**config.mk**
```make
export PLATFORM = sky130hd
export DESIGN_NAME = clk_ratio_meter
export DESIGN_NICKNAME = d
export VERILOG_FILES = /design/src/rtl/clk_meter_pkg.sv /design/src/rtl/clk_ratio_meter_sync.sv /design/src/rtl/clk_ratio_meter.sv
export SDC_FILE = /design/constraint.sdc
export NUM_CORES = 1
export LEC_CHECK = 0
export ABC_AREA = 1
export CAP_MARGIN = 10
export CORE_MARGIN = 10
export CORE_UTILIZATION = 55
export CTS_BUF_LIST = sky130_fd_sc_hd__clkbuf_8
export DETAILED_ROUTE_END_ITERATION = 12
export PLACE_DENSITY = 0.81
export REMOVE_ABC_BUFFERS = 1
export SLEW_MARGIN = 20
export SYNTH_ARGS = -nofsm -noshare
export SYNTH_HDL_FRONTEND = slang
export SYNTH_HIERARCHICAL = 1
export SYNTH_SLANG_ARGS = --single-unit
export TNS_END_PERCENT = 1
```
**constraint.sdc**
```tcl
create_clock -name i_ref_clk -period 1.75 [get_ports i_ref_clk]
set_clock_uncertainty 0.15 [all_clocks]
set_input_delay 0.35 -clock i_ref_clk [delete_from_list [all_inputs] [get_ports i_ref_clk]]
set_output_delay 0.35 -clock i_ref_clk [all_outputs]
set_load 0.01 [all_outputs]
```
**src/rtl/clk_meter_pkg.sv**
```systemverilog
// Shared types and constants for the clock ratio meter.
package clk_meter_pkg;
    localparam int CNT_W = 8;
    localparam logic [CNT_W-1:0] CNT_MAX = 8'd255;
    localparam logic [CNT_W-1:0] CNT_ONE = 8'd1;

    typedef enum logic [1:0] {
        ST_IDLE    = 2'd0,
        ST_ARM     = 2'd1,
        ST_MEASURE = 2'd2
    } state_t;

    function automatic logic [CNT_W-1:0] sat_inc(input logic [CNT_W-1:0] v);
        return (v == CNT_MAX) ? v : v + CNT_ONE;
    endfunction
endpackage

```
**src/rtl/clk_ratio_meter_sync.sv**
```systemverilog
// Multi-flop synchronizer bringing the measured clock into the i_ref_clk domain.
module bit_sync #(
    parameter int SYNC_STAGES = 2
) (
    input  logic i_ref_clk,
    input  logic i_rst,
    input  logic i_d,
    output logic o_q
);
    logic [SYNC_STAGES-1:0] r_sync;

    always_ff @(posedge i_ref_clk or posedge i_rst) begin
        if (i_rst) r_sync <= '0;
        else       r_sync <= {r_sync[SYNC_STAGES-2:0], i_d};
    end

    assign o_q = r_sync[SYNC_STAGES-1];
endmodule

```
**src/rtl/clk_ratio_meter.sv**
```systemverilog
// Measures i_div_clk period (and optionally high time) in i_ref_clk cycles, with lock and timeout.
// Optional duty measurement is compiled in only when CLK_RATIO_DUTY_EN is defined.
module clk_ratio_meter
    import clk_meter_pkg::*;
#(
    parameter int SYNC_STAGES = 2,
    parameter int LOCK_COUNT  = 4
) (
    input  logic             i_ref_clk,
    input  logic             i_rst,
    input  logic             i_meas_en,
    input  logic             i_div_clk,
    output logic [CNT_W-1:0] o_ratio,
    output logic [CNT_W-1:0] o_high_cnt,
    output logic             o_valid,
    output logic             o_locked,
    output logic             o_timeout
);
    localparam logic [3:0] MATCH_MAX = 4'hF;

    state_t           r_state;
    logic             w_sync;
    logic             r_prev;
    logic             w_rise;
    logic [CNT_W-1:0] r_period;
    logic [CNT_W-1:0] r_ratio;
    logic             r_valid;
    logic             r_locked;
    logic             r_timeout;
    logic [3:0]       r_match;
    logic [3:0]       w_match_nxt;

    bit_sync #(.SYNC_STAGES(SYNC_STAGES)) u_sync (
        .i_ref_clk (i_ref_clk),
        .i_rst     (i_rst),
        .i_d       (i_div_clk),
        .o_q       (w_sync)
    );

    assign w_rise = w_sync & ~r_prev;

    always_ff @(posedge i_ref_clk or posedge i_rst) begin
        if (i_rst) begin
            r_prev   <= 1'b0;
            r_period <= '0;
        end else begin
            r_prev   <= w_sync;
            r_period <= w_rise ? CNT_ONE : sat_inc(r_period);
        end
    end

`ifdef CLK_RATIO_DUTY_EN
    logic [CNT_W-1:0] r_high;
    logic [CNT_W-1:0] r_high_cnt;

    // Counts only while the synced input is high, so it freezes from the fall to the next rise.
    always_ff @(posedge i_ref_clk or posedge i_rst) begin
        if (i_rst)       r_high <= '0;
        else if (w_rise) r_high <= CNT_ONE;
        else if (w_sync) r_high <= sat_inc(r_high);
    end

    always_ff @(posedge i_ref_clk or posedge i_rst) begin
        if (i_rst)                                        r_high_cnt <= '0;
        else if (i_meas_en && r_state == ST_MEASURE && w_rise) r_high_cnt <= r_high;
    end

    assign o_high_cnt = r_high_cnt;
`else
    assign o_high_cnt = '0;
`endif

    assign w_match_nxt = (r_period != r_ratio) ? 4'd1 :
                         (r_match == MATCH_MAX) ? r_match : r_match + 4'd1;

    // Disable wins over any simultaneous rise; ratio is held, status is cleared.
    always_ff @(posedge i_ref_clk or posedge i_rst) begin
        if (i_rst) begin
            r_state   <= ST_IDLE;
            r_ratio   <= '0;
            r_valid   <= 1'b0;
            r_locked  <= 1'b0;
            r_timeout <= 1'b0;
            r_match   <= '0;
        end else begin
            r_valid <= 1'b0;
            if (!i_meas_en) begin
                r_state   <= ST_IDLE;
                r_locked  <= 1'b0;
                r_timeout <= 1'b0;
                r_match   <= '0;
            end else begin
                case (r_state)
                    ST_IDLE: r_state <= ST_ARM;
                    ST_ARM: begin
                        if (w_rise) r_state <= ST_MEASURE;
                    end
                    ST_MEASURE: begin
                        if (w_rise) begin
                            r_ratio   <= r_period;
                            r_valid   <= 1'b1;
                            r_timeout <= 1'b0;
                            r_match   <= w_match_nxt;
                            r_locked  <= (w_match_nxt >= 4'(LOCK_COUNT));
                        end else if (r_period == CNT_MAX) begin
                            r_timeout <= 1'b1;
                            r_locked  <= 1'b0;
                            r_match   <= '0;
                            r_state   <= ST_ARM;
                        end
                    end
                    default: r_state <= ST_IDLE;
                endcase
            end
        end
    end

    assign o_ratio   = r_ratio;
    assign o_valid   = r_valid;
    assign o_locked  = r_locked;
    assign o_timeout = r_timeout;
endmodule
```
==> run_results.csv, run 1 <==
group,metric,value,unit
floorplan,rows,19,
setup_path,cpPeakStageDelay,0.55,ns
cts,clkTransAtPathRegs,0.09,ns
power_and_ir_drop,max-vdd-ir-drop,0.875,mV
sta,setup_violations,0,
cts,cts-root-buf,"clkbuf_8",
grt,grt_max_degree,27,
placement,place_hpwl,2.34,mm
job,drv_cap,0,
finish,final_common_cell,"nand2_1",
cts,holdBufCountCts,0,
cts,tritoncts,"built",
setup_path,cp.required,1.25,ns
route,drcViolationCount,0,
placement,io_buffers,14,
finish,final_cell_mix,"nand2_1, inv_1, dfrtp_1",
synthesis,synthCells,190,
route,drt_iter0_markers,107,
sta,period_share,96.9,%
cts,clkSinkCount,28,
finish,num_antenna_cells,0,
run_status,status,"finished, final reports clean",
synthesis,yosysWarnings,6,
power_and_ir_drop,p_leak,0.890,nW
route,via_per_inst,5.08,
grt,grt_usage,12.0,%
sta,fmax,590,MHz
setup_path,cpLargestDelayFamily,"buffers and inverters",
setup_path,r2r_setup_slack,0.16,ns
finish,layout-drive-gt1-share,10.5,%
setup_path,r2r-end,"r_match[3]",
synthesis,synth_cell_types,27,
grt,gr-total-overflow,0,
route,wl_per_cell,12.5,um
sta,layout_min_cycle_time,1.70,ns
setup_path,path_cells,"clkdlybuf4s50_1",
floorplan,core,2710,um^2
route,firstDrtPassIters,4,
setup_path,worstRegToRegCells,7,
sta,rsz0062_at_grt,"false",
cts,clock_latency,0.27,ns
floorplan,die_h,72.7,um
sta,hold_slack,0.0992,ns
setup_path,critPathMaxFanout,3,
finish,final_nets,217,
floorplan,start_util,56.3,%
setup_path,worst-setup-path-type,"reg -> out",
grt,antenna_found_initial,0,
synthesis,yosysSeqAreaShare,45.9,%
setup_path,crit_slowest_cell,"clkdlybuf4s50_1",
synthesis,netlist_area,1530,um^2
setup_path,arrival,1.20,ns
route,ant_nets,0,
synthesis,avgSynthCellArea,8.03,um^2
cts,post_cts_buffers,0,
cts,cts_buffers,3,
hold_path,hold_class,"in -> async",
setup_path,end_kind,"output pin",
floorplan,die_area,5280,um^2
power_and_ir_drop,power_density,914,nW/um^2
cts,h-tree-depth,1,
grt,grt_pass1_vias,1233,
route,wirelength,3.01,mm
setup_path,critPathBufInv,1,
floorplan,die_w,72.7,um
finish,areaGrowthSynthToFinish,14.8,%
placement,place_congestion,0.851,
cts,clockBufferDepth,2,
route,num_vias,1220,
floorplan,pin_count,23,
setup_path,startpoint_type,"flip-flop",
sta,maxSlewViolCount,0,
setup_path,r2r-start,"r_period[0]",
sta,finalHoldViolCount,0,
power_and_ir_drop,power.total,1.60,mW
grt,grt_pass1_wl,5.25,mm
synthesis,synth_seq_cells,28,
## report_power, final
| part | internal, mW | switching, mW |
|---|---|---|
| clock | 0.154 | 0.183 |
| combinational | 0.191 | 0.246 |
| sequential | 0.733 | 0.0927 |
## cell type report
class | instances | area [um^2]
Timing Repair Buffer | 19 | 195
Sequential cell | 28 | 701
Clock buffer | 3 | 41.3
Tap cell | 31 | 38.8
Inverter | 32 | 120
Multi-Input combinational cell | 127 | 656
Fill cell | 235 | 958
## cell usage after synthesis
| master | n | area share, % |
|---|---|---|
| a21oi_4 | 1 | 1.1 |
| xor2_1 | 2 | 1.1 |
| or2_1 | 1 | 0.41 |
| dfrtp_1 | 28 | 46 |
| a21boi_2 | 1 | 0.74 |
| buf_6 | 1 | 0.74 |
| a21oi_1 | 5 | 1.6 |
| a211oi_1 | 2 | 0.98 |
| nor2_4 | 3 | 2.2 |
| nor2_1 | 12 | 3.0 |
| nor3_1 | 2 | 0.66 |
| a31o_2 | 1 | 0.57 |
| nand2_1 | 49 | 12 |
| conb_1 | 1 | 0.25 |
| inv_1 | 32 | 7.9 |
| o21ai_2 | 1 | 0.57 |
| a31oi_1 | 2 | 0.82 |
| nand3_1 | 9 | 3.0 |
| nor3_4 | 1 | 1.1 |
| nand2_4 | 1 | 0.74 |
| o21ai_0 | 16 | 5.2 |
| nor2_2 | 2 | 0.82 |
| buf_4 | 9 | 4.4 |
| o21a_1 | 1 | 0.49 |
| ha_1 | 2 | 1.6 |
| nand4_1 | 3 | 1.2 |
| nand2_2 | 2 | 0.82 |
## metrics by stage
| stage | utilization (%) | cell area [um^2] | setup TNS, ns | worst slack, ns | std cells |
|---|---|---|---|---|---|
| after floorplan | - | 1470 | 0 | 0.235 | 187 |
| final | 64.6 | 1750 | 0 | 0.0538 | 240 |
| after CTS | 64.4 | 1740 | 0 | 0.0299 | 240 |
| after detailed placement | 62.8 | 1700 | -0.234 | -0.0717 | 237 |
| after global routing | 64.6 | 1750 | 0 | 0.00725 | 240 |
| after global placement | 62.8 | 1700 | 0 | 0.0185 | 237 |
## how the worst max path moves through the flow
stage,cells after the start,startpoint,end
global route,1,o_ratio[7],o_ratio[7]
global placement,7,i_meas_en,r_match[1]
detailed placement,6,i_meas_en,r_match[3]
CTS,1,o_ratio[0],o_ratio[0]
finish,1,o_ratio[0],o_ratio[0]
floorplan,7,r_period[0],r_state[1]
## per-layer routing
metal	track usage [%]	wire length, um	share of wire (%)	vias to the layer above
met5	0	0	0	-
li1	-	-	-	617
met2	22.9	1630	54	24
met3	2.99	117	3.9	4
met4	3.59	22	0.73	0
met1	12.3	1230	41	575
## state kept, by name, indices dropped and copies added, names as in the netlist
name / flops
o_locked: 1
o_ratio: 8
o_timeout: 1
o_valid: 1
r_match: 4
r_period: 8
r_prev: 1
r_state: 2
u_sync/r_sync: 2
## what timing repair did
action                                  in CTS  in global routing
endpoints found under the setup margin       0                  4
hold endpoints to repair                     0                  0
resized for setup                            0                  3
## logic make-up after synthesis
family	after synthesis	share of synthesized area (%)
compound gates	30	12.1
xor+xnor	2	1.15
fa+ha+maj	2	1.64
buf+inv	42	13.0
flops	28	45.9
other cells	1	0.246
simple gates	85	25.9
Power figures use the tool's default switching activity.
==> inputs of run 2 (changes only) <==
--- a/config.mk
+++ b/config.mk
@@ -11,6 +11,7 @@
 export CORE_UTILIZATION = 55
 export CTS_BUF_LIST = sky130_fd_sc_hd__clkbuf_8
 export DETAILED_ROUTE_END_ITERATION = 12
+export GPL_ROUTABILITY_DRIVEN = 0
 export PLACE_DENSITY = 0.81
 export REMOVE_ABC_BUFFERS = 1
 export SLEW_MARGIN = 20
==> results of run 2 <==
No change in the layout: final DEF, timing and power equal those of run 1.
